--- src/rtl/dma_reg_read.sv ---
// dma_reg_read: 8237A CPU read port; returns address/count/status/temp bytes and
// owns the byte-pointer flip-flop and terminal-count latches.
module dma_reg_read #(
  parameter int NCH = 4,
  parameter int AW  = 16
) (
  input  logic              CLK,
  input  logic              RESET_N,
  input  logic              masterClear,
  input  logic              Program,
  input  logic              CS_N,
  input  logic              IOR_N,
  input  logic              IOW_N,
  input  logic [3:0]        ioAddr,
  input  logic [NCH*AW-1:0] curAddr,
  input  logic [NCH*AW-1:0] curWordCount,
  input  logic [7:0]        tempReg,
  input  logic [NCH-1:0]    dreqStatus,
  input  logic [NCH-1:0]    tcPulse,
  input  logic              wrByteAccess,
  input  logic              clearFF,
  output logic [7:0]        dbOut,
  output logic              dbOE,
  output logic [7:0]        statusReg,
  output logic              bytePtr
);
  typedef enum logic {IDLE, READ} state_t;
  state_t         state_q, state_d;
  logic [7:0]     db_q, db_d, sel_data;
  logic [3:0]     addr_q, addr_d;
  logic           bp_q, bp_d;
  logic [NCH-1:0] tc_q, tc_d, clr_mask;
  logic [AW-1:0]  word;
  logic [1:0]     ch;
  logic           read_sel, rd_start, rd_end;
  assign read_sel  = Program & ~CS_N & ~IOR_N & IOW_N;
  assign rd_start  = (state_q == IDLE) & read_sel;
  assign rd_end    = (state_q == READ) & ~read_sel;
  assign statusReg = {dreqStatus, tc_q};
  assign dbOut     = db_q;
  assign dbOE      = (state_q == READ);
  assign bytePtr   = bp_q;
  always_comb begin
    ch       = ioAddr[2:1];
    word     = ioAddr[0] ? curWordCount[ch*AW +: AW] : curAddr[ch*AW +: AW];
    sel_data = !ioAddr[3]       ? (bp_q ? word[15:8] : word[7:0]) :
               ioAddr == 4'h8   ? statusReg :
               ioAddr == 4'hD   ? tempReg : 8'h00;
  end
  // Only the TC bits that were captured into the read data get cleared.
  always_comb begin
    clr_mask = (rd_end && addr_q == 4'h8) ? db_q[NCH-1:0] : '0;
    tc_d     = masterClear ? '0 : (tc_q & ~clr_mask) | tcPulse;
    bp_d     = (masterClear | clearFF) ? 1'b0 :
               bp_q ^ ((rd_end & ~addr_q[3]) | wrByteAccess);
    state_d  = (read_sel & ~masterClear) ? READ : IDLE;
    db_d     = masterClear ? 8'h00 : rd_start ? sel_data : db_q;
    addr_d   = masterClear ? 4'h0 : rd_start ? ioAddr : addr_q;
  end
  always_ff @(posedge CLK or negedge RESET_N) begin
    if (!RESET_N) begin
      state_q <= IDLE;
      db_q    <= 8'h00;
      addr_q  <= 4'h0;
      bp_q    <= 1'b0;
      tc_q    <= '0;
    end else begin
      state_q <= state_d;
      db_q    <= db_d;
      addr_q  <= addr_d;
      bp_q    <= bp_d;
      tc_q    <= tc_d;
    end
  end
endmodule

--- config.mk ---
export PLATFORM = sky130hd
export DESIGN_NAME = dma_reg_read
export DESIGN_NICKNAME = d
export VERILOG_FILES = /design/src/rtl/dma_reg_read.sv
export SDC_FILE = /design/constraint.sdc
export NUM_CORES = 1
export LEC_CHECK = 0
export ABC_CLOCK_PERIOD_IN_PS = 1900
export CAP_MARGIN = 0
export CORE_ASPECT_RATIO = 2
export CORE_MARGIN = 1.5
export CORE_UTILIZATION = 33
export CTS_BUF_LIST = sky130_fd_sc_hd__clkbuf_8
export DETAILED_ROUTE_END_ITERATION = 6
export GPL_ROUTABILITY_DRIVEN = 0
export GPL_TIMING_DRIVEN = 0
export PLACE_DENSITY = 0.87
export SYNTH_ARGS = -nofsm -noshare
export SYNTH_HDL_FRONTEND = slang
export SYNTH_SLANG_ARGS = --single-unit
export TNS_END_PERCENT = 30
--- constraint.sdc ---
create_clock -name CLK -period 1.9 [get_ports CLK]
set_input_delay 0.38 -clock CLK [delete_from_list [all_inputs] [get_ports CLK]]
set_output_delay 0.38 -clock CLK [all_outputs]
set_load 0.01 [all_outputs]
==> insert_results.sql <==
INSERT INTO impl_metrics (metric_group, metric, value, unit) VALUES
('outcome', 'run_status', 'finished, violations left', ''),
('outcome', 'failing_checks', 'DRC', ''),
('sta', 'period_needed', '1880', 'ps'),
('drt', 'wl_per_cell', '18.8', 'um'),
('global_routing', 'gr-total-overflow', '0', ''),
('cells_and_area', 'mostFrequentLayoutCell', 'clkdlybuf4s50_1', ''),
('setup_path', 'critical_path.max_fanout', '2', ''),
('cells_and_area', 'post-route-util', '66.3', '%'),
('setup_path', 'cp_top_family', 'buffers and inverters', ''),
('flow_run', 'max-cap-violations', '0', ''),
('floorplanning', 'floorplan.die_area', '0.00650', 'mm2'),
('sta', 'tightest_slew', '772', 'ps'),
('floorplanning', 'placeable_core_region', '0.00576', 'mm2'),
('cts', 'ctsRootBufferMaster', 'clkbuf_8', ''),
('setup_path', 'timing.critical_path.required', '1520', 'ps'),
('synth', 'ys.warnings.count', '0', ''),
('cts', 'cts-buffers-inserted', '3', ''),
('global_routing', 'first_global_vias', '2583', ''),
('drt', 'number_of_remaining_drc_errors', '20', ''),
('cts', 'cts.clk_slew.worst_paths', '60', 'ps'),
('global_routing', 'antenna_found_initial', '0', ''),
('hold_path', 'hp-start', 'dbOut[7]', ''),
('global_routing', 'globalRoute.busiestLayer', 'met2', ''),
('synth', 'ys_types', '35', ''),
('floorplanning', 'die_w', '57.7', 'um'),
('setup_path', 'setup_crit_start', 'dreqStatus[2]', ''),
('setup_path', 'timing.reg2reg.setup_slack', '210', 'ps'),
('synth', 'summed_instance_area_of_the_synthesized_netlist', '0.00198', 'mm2'),
('drt', 'initialDrtViolationCount', '77', ''),
('drt', 'dr.pass1.iters', '7', ''),
('cells_and_area', 'layout.filler_cells', '468', ''),
('hold_path', 'worst_min_path_class', 'register to register', ''),
('sta', 'report.final.setup_viol', '0', ''),
('sta', 'timing.slew.headroom', '48.4', '%'),
('global_routing', 'global_route.usage.met3', '1.73', '%'),
('power_and_ir_drop', 'peakVddDrop', '0.216', 'mV'),
('cts', 'cts.sink_count', '18', ''),
('place', 'dp_worst_setup_slack', '-480', 'ps'),
('floorplanning', 'fp.dieH', '112', 'um'),
('place', 'detailed_place_hpwl', '6870', 'um'),
('drt', 'wirelength', '7820', 'um'),
('cts', 'h-tree-depth', '1', ''),
('global_routing', 'groute.usage.overall', '23.9', '%'),
('cells_and_area', 'share_of_layout_cells_above_drive_strength_1', '15.2', '%'),
('setup_path', 'cp_common_cell', 'clkdlybuf4s50_1', ''),
('setup_path', 'critical-path-slowest-cell', 'clkdlybuf4s50_1', ''),
('cts', 'cts.path.max_buffers', '2', ''),
('power_and_ir_drop', 'powerDensity', '369', 'mW/mm2'),
('sta', 'finalCritPeriodShare', '98.8', '%'),
('sta', 'fin_max_slew_vios', '0', ''),
('sta', 'hold_violations', '0', ''),
('cts', 'cts.repair_timing.setup_buffer_count', '0', ''),
('setup_path', 'criticalPathCategory', 'primary input to primary output', ''),
('setup_path', 'path_buf_inv', '3', ''),
('power_and_ir_drop', 'leakage', '1.47', 'nW'),
('sta', 'fmax', '533', 'MHz'),
('setup_path', 'setup.worst_path.start_class', 'primary input', ''),
('sta', 'hold-worst-slack', '490', 'ps'),
('sta', 'clock_skew', '5.17', 'ps'),
('synth', 'ff_latch_count_synth', '18', ''),
('synth', 'mean_instance_size_in_the_synthesized_netlist', '10.8', 'um2'),
('sta', 'grt_setup_unrepaired', 'no', ''),
('global_routing', 'grt_first_pass_wirelength', '11900', 'um'),
('cts', 'cts_tree', 'done', ''),
('cells_and_area', 'commonest_non_fill_non_tap_cells_in_the_layout', 'clkdlybuf4s50_1 (167), mux4_2 (26), dfrtp_1 (18)', ''),
('cells_and_area', 'final_area', '0.00382', 'mm2'),
('global_routing', 'grt_use_met2', '47.2', '%'),
('cells_and_area', 'final-seq-area', '450', 'um2'),
('cells_and_area', 'finalNetCount', '514', ''),
('floorplanning', 'floorplan.initialDensity', '34.4', '%'),
('global_routing', 'groute.layer.met1.usage', '22.1', '%');
## flip-flops by register name (all words and copies together), names as in the netlist
| name | flops |
|---|---|
| addr_q | 4 |
| tc_q | 4 |
| dbOut | 8 |
| bytePtr | 1 |
| dbOE | 1 |
## metrics by stage
stage,instances,power (mW)
global route,417,1.47
detailed placement,414,1.10
global placement,414,1.09
CTS,417,1.42
finish,417,1.41
floorplan,184,0.690
## worst paths after layout
check | depth (start not counted) | end
min in group asynchronous | 1 | tc_q[3]
max in group asynchronous | 1 | tc_q[0]
min | 2 | dbOut[7]
min reg2reg | 2 | dbOut[7]
max reg2reg | 5 | dbOut[5]
max | 3 | statusReg[6]
## tightest hold or removal path: stages, from the launching register on
cell and delay (ps):
dfrtp_1 350, nand2_1 50, o31ai_1 60
## power by group
part           switching (mW)  internal, mW
sequential            0.00878         0.395
combinational           0.219         0.469
clock                   0.132         0.184
total                   0.360          1.05
## kinds of logic after synthesis
kind of cell	Yosys count	share of synthesized area [%]
AOI/OAI and AO/OA	50	19.5
and+or+nand+nor	44	11.2
muxes	42	37.8
buffers and inverters	29	8.22
DFF	18	22.8
xor gates and xnor gates	1	0.443
## cells in the mapped netlist
cell       number  area (um2)
a31oi_1         7        43.8
nand2_1        14        52.6
o21a_1          6        45.0
a2111o_1        2        22.5
a22o_1          2        17.5
buf_6           2        22.5
nor2_1          9        33.8
a21oi_1         4        20.0
o21ai_1         2        10.0
xor2_1          1        8.76
or3_1           1        6.26
o21ba_2         1        10.0
nand3_1         1        5.00
nor2b_1         4        25.0
a2bb2oi_1       4        35.0
nor3_1          2        10.0
mux4_2         26         586
o31ai_1         6        45.0
clkinv_1        1        3.75
nor4b_1         1        8.76
and2_0          1        6.26
inv_1           2        7.51
buf_4           8        60.1
mux2_2          2        22.5
nand4_1         4        25.0
buf_2           7        35.0
a221o_1         6        60.1
mux2i_1        14         140
o22a_1          2        17.5
a22oi_1         8        60.1
clkbuf_1        7        26.3
buf_1           2        7.51
nor4_1          6        37.5
dfrtp_1        18         450
nand4bb_1       1        11.3
## layer usage
metal	routed length, um	part of all wire [%]
met3	469	6.0
met4	350	4.5
met5	0	0
met2	4620	59
met1	2380	30
## layout make-up
| class | count | share of cell area (%) |
|---|---|---|
| timing repair buffer | 169 | 44.3 |
| sequential | 18 | 11.8 |
| multi-input combinational | 137 | 36.3 |
| tap | 61 | 2.00 |
| inverter | 3 | 0.295 |
| clock buffer | 4 | 1.44 |
| buffer | 25 | 3.90 |
Note: power is estimated with default switching activity, not from simulation.
